$ cat src/rtl/muldiv_unit_if.sv
// muldiv_unit_if: request, operand, cancel, MTHI/MTLO and result signals
// shared between the execute stage and the iterative multiply/divide unit.
interface muldiv_unit_if #(
   parameter int WIDTH = 32
);
   logic             start;
   logic [1:0]       op;
   logic [WIDTH-1:0] src_a;
   logic [WIDTH-1:0] src_b;
   logic             cancel;
   logic             hi_we;
   logic             lo_we;
   logic [WIDTH-1:0] wdata;
   logic             busy;
   logic             done;
   logic             div_by_zero;
   logic [WIDTH-1:0] hi;
   logic [WIDTH-1:0] lo;

   modport master (
      output start, op, src_a, src_b, cancel, hi_we, lo_we, wdata,
      input  busy, done, div_by_zero, hi, lo
   );

   modport slave (
      input  start, op, src_a, src_b, cancel, hi_we, lo_we, wdata,
      output busy, done, div_by_zero, hi, lo
   );
endinterface

$ cat src/rtl/muldiv_unit.sv
// muldiv_unit: iterative HI/LO engine. Radix-2 shift-add multiplier and
// restoring divider working on operand magnitudes, with a final FIX cycle
// applying sign correction. One operation takes WIDTH+1 cycles.
module muldiv_unit #(
   parameter int WIDTH = 32
) (
   input logic          clk,
   input logic          reset,
   muldiv_unit_if.slave bus
);

   localparam int CNT_W = $clog2(WIDTH + 1);

   typedef enum logic [1:0] {
      IDLE = 2'd0,
      CALC = 2'd1,
      FIX  = 2'd2
   } state_t;

   state_t               state_r;
   logic [CNT_W-1:0]     count_r;
   logic                 isDiv_r;
   logic                 negRes_r;    // quotient / product must be negated
   logic                 negRem_r;    // remainder takes a negative dividend sign
   logic                 divZero_r;
   logic [WIDTH-1:0]     operand_r;   // multiplicand or divisor magnitude
   logic [WIDTH-1:0]     rawA_r;      // src_a as latched, returned as HI on /0
   logic [2*WIDTH-1:0]   acc_r;       // {partial product, multiplier} or {remainder, quotient}
   logic                 busy_r;
   logic                 done_r;
   logic                 dbz_r;
   logic [WIDTH-1:0]     hi_r;
   logic [WIDTH-1:0]     lo_r;

   logic [WIDTH:0]       mulSum_s;
   logic [2*WIDTH-1:0]   mulNext_s;
   logic [WIDTH:0]       divRem_s;
   logic [WIDTH+1:0]     divTrial_s;
   logic [2*WIDTH-1:0]   divNext_s;
   logic [2*WIDTH-1:0]   stepNext_s;
   logic [2*WIDTH-1:0]   prod_s;
   logic [WIDTH-1:0]     fixHi_s;
   logic [WIDTH-1:0]     fixLo_s;

   // Two's-complement negation of a WIDTH-bit value.
   function automatic logic [WIDTH-1:0] negW(input logic [WIDTH-1:0] v);
      return ~v + WIDTH'(1'b1);
   endfunction

   // Absolute value for signed ops, raw value for unsigned ops.
   function automatic logic [WIDTH-1:0] magnitude(input logic [WIDTH-1:0] v,
                                                  input logic isSigned);
      if (isSigned && v[WIDTH-1]) begin
         return negW(v);
      end else begin
         return v;
      end
   endfunction

   // One iteration of either the shift-add multiply or the restoring divide.
   // The shifted remainder needs WIDTH+1 bits, so the trial subtraction
   // carries one more guard bit to expose its sign.
   always_comb begin
      mulSum_s   = {1'b0, acc_r[2*WIDTH-1:WIDTH]} +
                   (acc_r[0] ? {1'b0, operand_r} : {(WIDTH+1){1'b0}});
      mulNext_s  = {mulSum_s, acc_r[WIDTH-1:1]};
      divRem_s   = acc_r[2*WIDTH-1:WIDTH-1];
      divTrial_s = {1'b0, divRem_s} - {2'b00, operand_r};
      if (divTrial_s[WIDTH+1]) begin
         divNext_s = {divRem_s[WIDTH-1:0], acc_r[WIDTH-2:0], 1'b0};
      end else begin
         divNext_s = {divTrial_s[WIDTH-1:0], acc_r[WIDTH-2:0], 1'b1};
      end
      if (isDiv_r) begin
         stepNext_s = divNext_s;
      end else begin
         stepNext_s = mulNext_s;
      end
   end

   // Sign correction and divide-by-zero substitution applied in FIX.
   always_comb begin
      fixHi_s = hi_r;
      fixLo_s = lo_r;
      if (negRes_r) begin
         prod_s = ~acc_r + (2*WIDTH)'(1'b1);
      end else begin
         prod_s = acc_r;
      end
      if (!isDiv_r) begin
         fixHi_s = prod_s[2*WIDTH-1:WIDTH];
         fixLo_s = prod_s[WIDTH-1:0];
      end else if (divZero_r) begin
         fixHi_s = rawA_r;
         fixLo_s = {WIDTH{1'b1}};
      end else begin
         fixLo_s = negRes_r ? negW(acc_r[WIDTH-1:0]) : acc_r[WIDTH-1:0];
         fixHi_s = negRem_r ? negW(acc_r[2*WIDTH-1:WIDTH]) : acc_r[2*WIDTH-1:WIDTH];
      end
   end

   // Control FSM with datapath and registered outputs.
   always_ff @(posedge clk or posedge reset) begin
      if (reset) begin
         state_r   <= IDLE;
         count_r   <= {CNT_W{1'b0}};
         isDiv_r   <= 1'b0;
         negRes_r  <= 1'b0;
         negRem_r  <= 1'b0;
         divZero_r <= 1'b0;
         operand_r <= {WIDTH{1'b0}};
         rawA_r    <= {WIDTH{1'b0}};
         acc_r     <= {(2*WIDTH){1'b0}};
         busy_r    <= 1'b0;
         done_r    <= 1'b0;
         dbz_r     <= 1'b0;
         hi_r      <= {WIDTH{1'b0}};
         lo_r      <= {WIDTH{1'b0}};
      end else begin
         done_r <= 1'b0;
         dbz_r  <= 1'b0;
         case (state_r)
            IDLE: begin
               if (bus.start && !bus.cancel) begin
                  isDiv_r   <= bus.op[1];
                  negRes_r  <= bus.op[0] & (bus.src_a[WIDTH-1] ^ bus.src_b[WIDTH-1]);
                  negRem_r  <= bus.op[0] & bus.op[1] & bus.src_a[WIDTH-1];
                  divZero_r <= bus.op[1] & (bus.src_b == {WIDTH{1'b0}});
                  operand_r <= magnitude(bus.src_b, bus.op[0]);
                  acc_r     <= {{WIDTH{1'b0}}, magnitude(bus.src_a, bus.op[0])};
                  rawA_r    <= bus.src_a;
                  count_r   <= CNT_W'(WIDTH);
                  busy_r    <= 1'b1;
                  state_r   <= CALC;
               end else if (!bus.start) begin
                  if (bus.hi_we) begin
                     hi_r <= bus.wdata;
                  end
                  if (bus.lo_we) begin
                     lo_r <= bus.wdata;
                  end
               end else begin
                  // start together with cancel: request refused, writes dropped
                  state_r <= IDLE;
               end
            end
            CALC: begin
               if (bus.cancel) begin
                  busy_r  <= 1'b0;
                  state_r <= IDLE;
               end else begin
                  acc_r   <= stepNext_s;
                  count_r <= count_r - CNT_W'(1);
                  if (count_r == CNT_W'(1)) begin
                     state_r <= FIX;
                  end
               end
            end
            FIX: begin
               busy_r  <= 1'b0;
               state_r <= IDLE;
               if (!bus.cancel) begin
                  hi_r   <= fixHi_s;
                  lo_r   <= fixLo_s;
                  done_r <= 1'b1;
                  dbz_r  <= isDiv_r & divZero_r;
               end
            end
            default: begin
               busy_r  <= 1'b0;
               state_r <= IDLE;
            end
         endcase
      end
   end

   assign bus.busy        = busy_r;
   assign bus.done        = done_r;
   assign bus.div_by_zero = dbz_r;
   assign bus.hi          = hi_r;
   assign bus.lo          = lo_r;

endmodule

$ cat src/flat_wrapper.sv
// flat-port wrapper written by rule: the top's interface ports become plain ports
module muldiv_unit_flat 
#(
   parameter int WIDTH = 32
)
  (clk, reset, bus_start, bus_op, bus_src_a, bus_src_b, bus_cancel, bus_hi_we, bus_lo_we, bus_wdata, bus_busy, bus_done, bus_div_by_zero, bus_hi, bus_lo);
  muldiv_unit_if #(.WIDTH(WIDTH)) bus_i ();
  input logic clk;
  input logic reset;
  input wire logic [$bits(bus_i.start)-1:0] bus_start;
  input wire logic [$bits(bus_i.op)-1:0] bus_op;
  input wire logic [$bits(bus_i.src_a)-1:0] bus_src_a;
  input wire logic [$bits(bus_i.src_b)-1:0] bus_src_b;
  input wire logic [$bits(bus_i.cancel)-1:0] bus_cancel;
  input wire logic [$bits(bus_i.hi_we)-1:0] bus_hi_we;
  input wire logic [$bits(bus_i.lo_we)-1:0] bus_lo_we;
  input wire logic [$bits(bus_i.wdata)-1:0] bus_wdata;
  output wire logic [$bits(bus_i.busy)-1:0] bus_busy;
  output wire logic [$bits(bus_i.done)-1:0] bus_done;
  output wire logic [$bits(bus_i.div_by_zero)-1:0] bus_div_by_zero;
  output wire logic [$bits(bus_i.hi)-1:0] bus_hi;
  output wire logic [$bits(bus_i.lo)-1:0] bus_lo;
  assign bus_i.start = bus_start;
  assign bus_i.op = bus_op;
  assign bus_i.src_a = bus_src_a;
  assign bus_i.src_b = bus_src_b;
  assign bus_i.cancel = bus_cancel;
  assign bus_i.hi_we = bus_hi_we;
  assign bus_i.lo_we = bus_lo_we;
  assign bus_i.wdata = bus_wdata;
  assign bus_busy = bus_i.busy;
  assign bus_done = bus_i.done;
  assign bus_div_by_zero = bus_i.div_by_zero;
  assign bus_hi = bus_i.hi;
  assign bus_lo = bus_i.lo;
  muldiv_unit #(.WIDTH(WIDTH)) u_core (.clk(clk), .reset(reset), .bus(bus_i));
endmodule
$ cat config.mk
export PLATFORM = sky130hd
export DESIGN_NAME = muldiv_unit_flat
export DESIGN_NICKNAME = d
export VERILOG_FILES = /design/src/rtl/muldiv_unit_if.sv /design/src/rtl/muldiv_unit.sv /design/src/flat_wrapper.sv
export SDC_FILE = /design/constraint.sdc
export NUM_CORES = 1
export LEC_CHECK = 0
export CELL_PAD_IN_SITES_DETAIL_PLACEMENT = 1
export CELL_PAD_IN_SITES_GLOBAL_PLACEMENT = 2
export CORE_ASPECT_RATIO = 1.4
export CORE_MARGIN = 8
export CORE_UTILIZATION = 37
export CTS_CLUSTER_DIAMETER = 80
export DETAILED_ROUTE_END_ITERATION = 12
export PLACE_DENSITY = 0.95
export SYNTH_ARGS = -nofsm -noshare
export SYNTH_HDL_FRONTEND = slang
export SYNTH_SLANG_ARGS = --single-unit
$ cat constraint.sdc
create_clock -name clk -period 18.8 [get_ports clk]
set_clock_uncertainty 0.15 [all_clocks]
set_input_delay 3.76 -clock clk [delete_from_list [all_inputs] [get_ports clk]]
set_output_delay 3.76 -clock clk [all_outputs]
set_load 0.005 [all_outputs]
==> metrics.md <==
| Metric | Value |
|---|---|
| Status | finished, final reports clean |
| Num rows | 91 |
| Final WL | 62.45 mm |
| DR vias/cell | about 5.9 |
| Uppermost layer routed | met5 |
| Nets | 2,375 |
| DRC viols | 0 |
| Met3 wire length | approximately 2.4 mm |
| Syn Nets | ~2.3k |
| Period utilization | a little under two fifths |
| Avg Inst Size Synth | 7.659 sq um |
| DPL Wire Length | between 40 and 50 mm |
| Final worst path period need | slightly below 7 ns |
| Final cell count without fillers | ~2.8k |
| Worst Max-Slew Pin Slew | 1.194 ns |
| Hold Vio Cnt, Final | 0 |
| Worst Hold Path Cells | 2 |
| Yosys cell types | 71 |
| Reg2reg end | u_core.acc_r[36] |
| Die Ht | around 260 um |
| Syn Inst Count | 2,129 |
| Wire per inst | around 22 um |
| Hold_buf cts | 0 |
| I/O Buffers | between 150 and 200 |
| Max Slew Vio Count | 0 |
| Power density over cell area | approximately 140 nW/um^2 |
| Critical setup path kind | input port to flop |
| Synth Warn # | 0 |
| Top post-synthesis cells by area | dfrtp_1 (32%), nand2_1 (8.3%), o21ai_0 (8.3%), xnor2_1 (6.5%), ha_1 (5.4%) |
| Clock Sinks | between 200 and 250 |
| Most frequent cells after synthesis | nand2_1 (361), o21ai_0 (269), dfrtp_1 (207) |
| Critical path data required time | approximately 19 ns |
| Most area-hungry cell type in the Yosys netlist | dfrtp_1 |
| Total CTS buffers | 24 |
| Ys flop type | dfrtp_1 |
| Die Area | ~51,000 sq um |
| Post-synth EDFFs | 0 |
| Post-synthesis sequential area ratio | a little under a third |
| Die Width | ~190 um |
| Post-Syn Area | between 15,000 and 20,000 sq um |
| Worst reg2reg setup slack | roughly 14 ns |
| Final worst-path setup slack | about 12 ns |
| CTS clk-pin slew, worst paths | approximately 0.06 ns |
| Routed vias | 16.34k |
| Skew-Pair Late Insertion Delay | 0.55 ns |
| CTS max path bufs | 3 |
| LEAKAGE | around 8.1 nW |
| Synth top area share | roughly a third |
| Vias in the first global route | ~17k |
| Hold_sp | u_core.operand_r[16] |
| Place WS | approximately 11 ns |
| Worst Hold Path EP | u_core.operand_r[16] |
| Cells after DPL | 2,731 |
| Worst path arrival time | 7.15 ns |
| Slew margin rel. | 20.21% |
| GPL Wtd Cong | 0.9083 |
| Setup Buffers After CTS | 0 |
| P&R area growth vs syn | 17.66% |
| Max frequency | around 140 MHz |
| TritonRoute pass-1 iters | 5 |
| Share of layout cells above drive strength 1 | between 3 and 4% |
| Ys async rst share | 100.0% |
| CTS resizes | 0 |
| DR iter-0 viols | 999 |
| Initial Util | between 30% and 40% |
| First-pass GRT wire length | around 99 mm |
| Crit path max fanout | 5 |
| Gr usage total | a little under a quarter |
| Length of routed met2 wiring | 31.09 mm |
| CP Cell Sequence | clkdlybuf4s50_1, or3_1, or4_1, nor3_1, nand3b_1, o41ai_1, nand2_1, xor2_1, a21oi_1, o21ai_0 |
| Antenna-violating nets left | 0 |
| Slowest CP cell | o41ai_1 |
| Global route overflow | 0 |
| R2R depth | 11 |
| Largest net degree at the start of global routing | ~110 |
| #FFs+latches synth | roughly 210 |
| Sum Neg Setup Slack | 0 ns |
| Most common cell in the synthesized netlist | nand2_1 |
| CTS root buf | clkbuf_16 |
| IO Count | 171 |
| Critical Path End Type | flop |
| RSZ-0062 raised after global routing | no |
| Final hold slack | between 0.3 and 0.4 ns |
| Peak supply drop | a little over 0.08 mV |
| Max incr delay on CP | approximately 0.73 ns |
| Final setup fails | 0 |
| # fillers | between 5k and 6k |
| Antenna violations before repair | 3 |
| Core box area | about 44,000 sq um |
| CTS tree | done |
| H-tree lvl count | 1 |
| Worst R2R Start | u_core.acc_r[43] |
| Hold Crit Class | flop to flop |
| Startpoint Class | input port |
| Max Cap Violations | 0 |
| M1 WL | 25.24 mm |
-- cells in the final DEF, fill, tap and decap left out, types with 14 or more instances in the layout --
cell type and count:
a211oi_1 17, a21o_1 21, a21oi_1 138, a22oi_1 17, a31oi_1 18, buf_4 19, clkbuf_16 25, clkdlybuf4s50_1 170
dfrtp_1 205, ha_1 70, inv_1 72, mux2i_1 53, nand2_1 360, nand2b_1 24, nand3_1 34, nand4_1 14
nor2_1 154, nor3_1 35, nor4_1 15, o211ai_1 24, o21ai_0 269, o22ai_1 43, o31ai_1 32, or3_1 22
or4_1 14, xnor2_1 121, xor2_1 66
-- layer usage --
layer,track usage [%],vias to the layer above
met5,0,-
met4,12.76,2
met3,2.602,154
met2,43.23,468
met1,27.27,8067
li1,-,7649
-- worst max path at each step --
stage / start / endpoint / slack, ns / cells past startpoint
2_1_floorplan: reset / u_core.acc_r[0] / 9.24 / 1
3_3_place_gp: bus_src_a[7] / u_core.acc_r[29] / 11.49 / 10
3_5_place_dp: bus_src_a[7] / u_core.acc_r[29] / 11.45 / 10
4_1_cts: bus_src_a[7] / u_core.acc_r[29] / 11.94 / 10
5_1_grt: bus_src_a[3] / u_core.acc_r[29] / 11.68 / 10
6_report: bus_src_a[7] / u_core.acc_r[29] / 11.89 / 10
-- state kept, by name, summed over array words and instances (netlist names) --
register / count
u_core.bus.hi: 32
u_core.operand_r: 32
u_core.acc_r: 64
u_core.bus.busy: 1
u_core.bus.div_by_zero: 1
u_core.count_r: 6
u_core.state_r: 2
u_core.bus.done: 1
u_core.rawA_r: 32
u_core.negRem_r: 1
u_core.negRes_r: 1
u_core.divZero_r: 1
u_core.isDiv_r: 1
u_core.bus.lo: 32
-- through the flow --
| stage | power (mW) | instance area (sq um) | utilization, % |
|---|---|---|---|
| floorplan | 1.729 | 16310 | - |
| global placement | 2.170 | 18340 | 41.85 |
| detailed placement | 2.229 | 18340 | 41.85 |
| CTS | 2.741 | 19180 | 43.76 |
| global route | 2.939 | 19190 | 43.77 |
| finish | 2.744 | 19190 | 43.77 |
-- worst max-delay path: cells and delay by family --
kind | cells | cell delay, ns
compound gates | 3 | 0.95
xor+xnor | 1 | 0.19
buf+inv | 1 | 0.46
simple gates | 5 | 1.79
-- cell families after synthesis --
group,Yosys count,synth area share [%]
buf+inv,218,5.118
fa+ha+maj,72,5.617
xor+xnor,187,10.04
flops,207,31.77
simple gates,724,19.67
mux,54,3.322
compound gates,667,24.47
-- report_power, final --
part	internal (mW)	switching, mW	total [mW]	leakage, nW
clock	0.304	0.198	0.502	0.407
sequential	0.564	0.219	0.783	2.58
combinational	0.601	0.857	1.46	5.11
-- cell type report --
| cell class | instances | area, sq um | area share, % |
|---|---|---|---|
| multi-input cells | 1704 | 10330 | 53.87 |
| flip-flops and latches | 207 | 5185 | 27.02 |
| repair buffers | 189 | 1844 | 9.613 |
| clock buffers | 37 | 720.7 | 3.756 |
| well taps | 558 | 698.2 | 3.639 |
| inverters | 73 | 281.5 | 1.467 |
| clock inverters | 7 | 116.4 | 0.6065 |
| diodes | 2 | 5.005 | 0.02609 |
(Power assumes the default switching activity.)
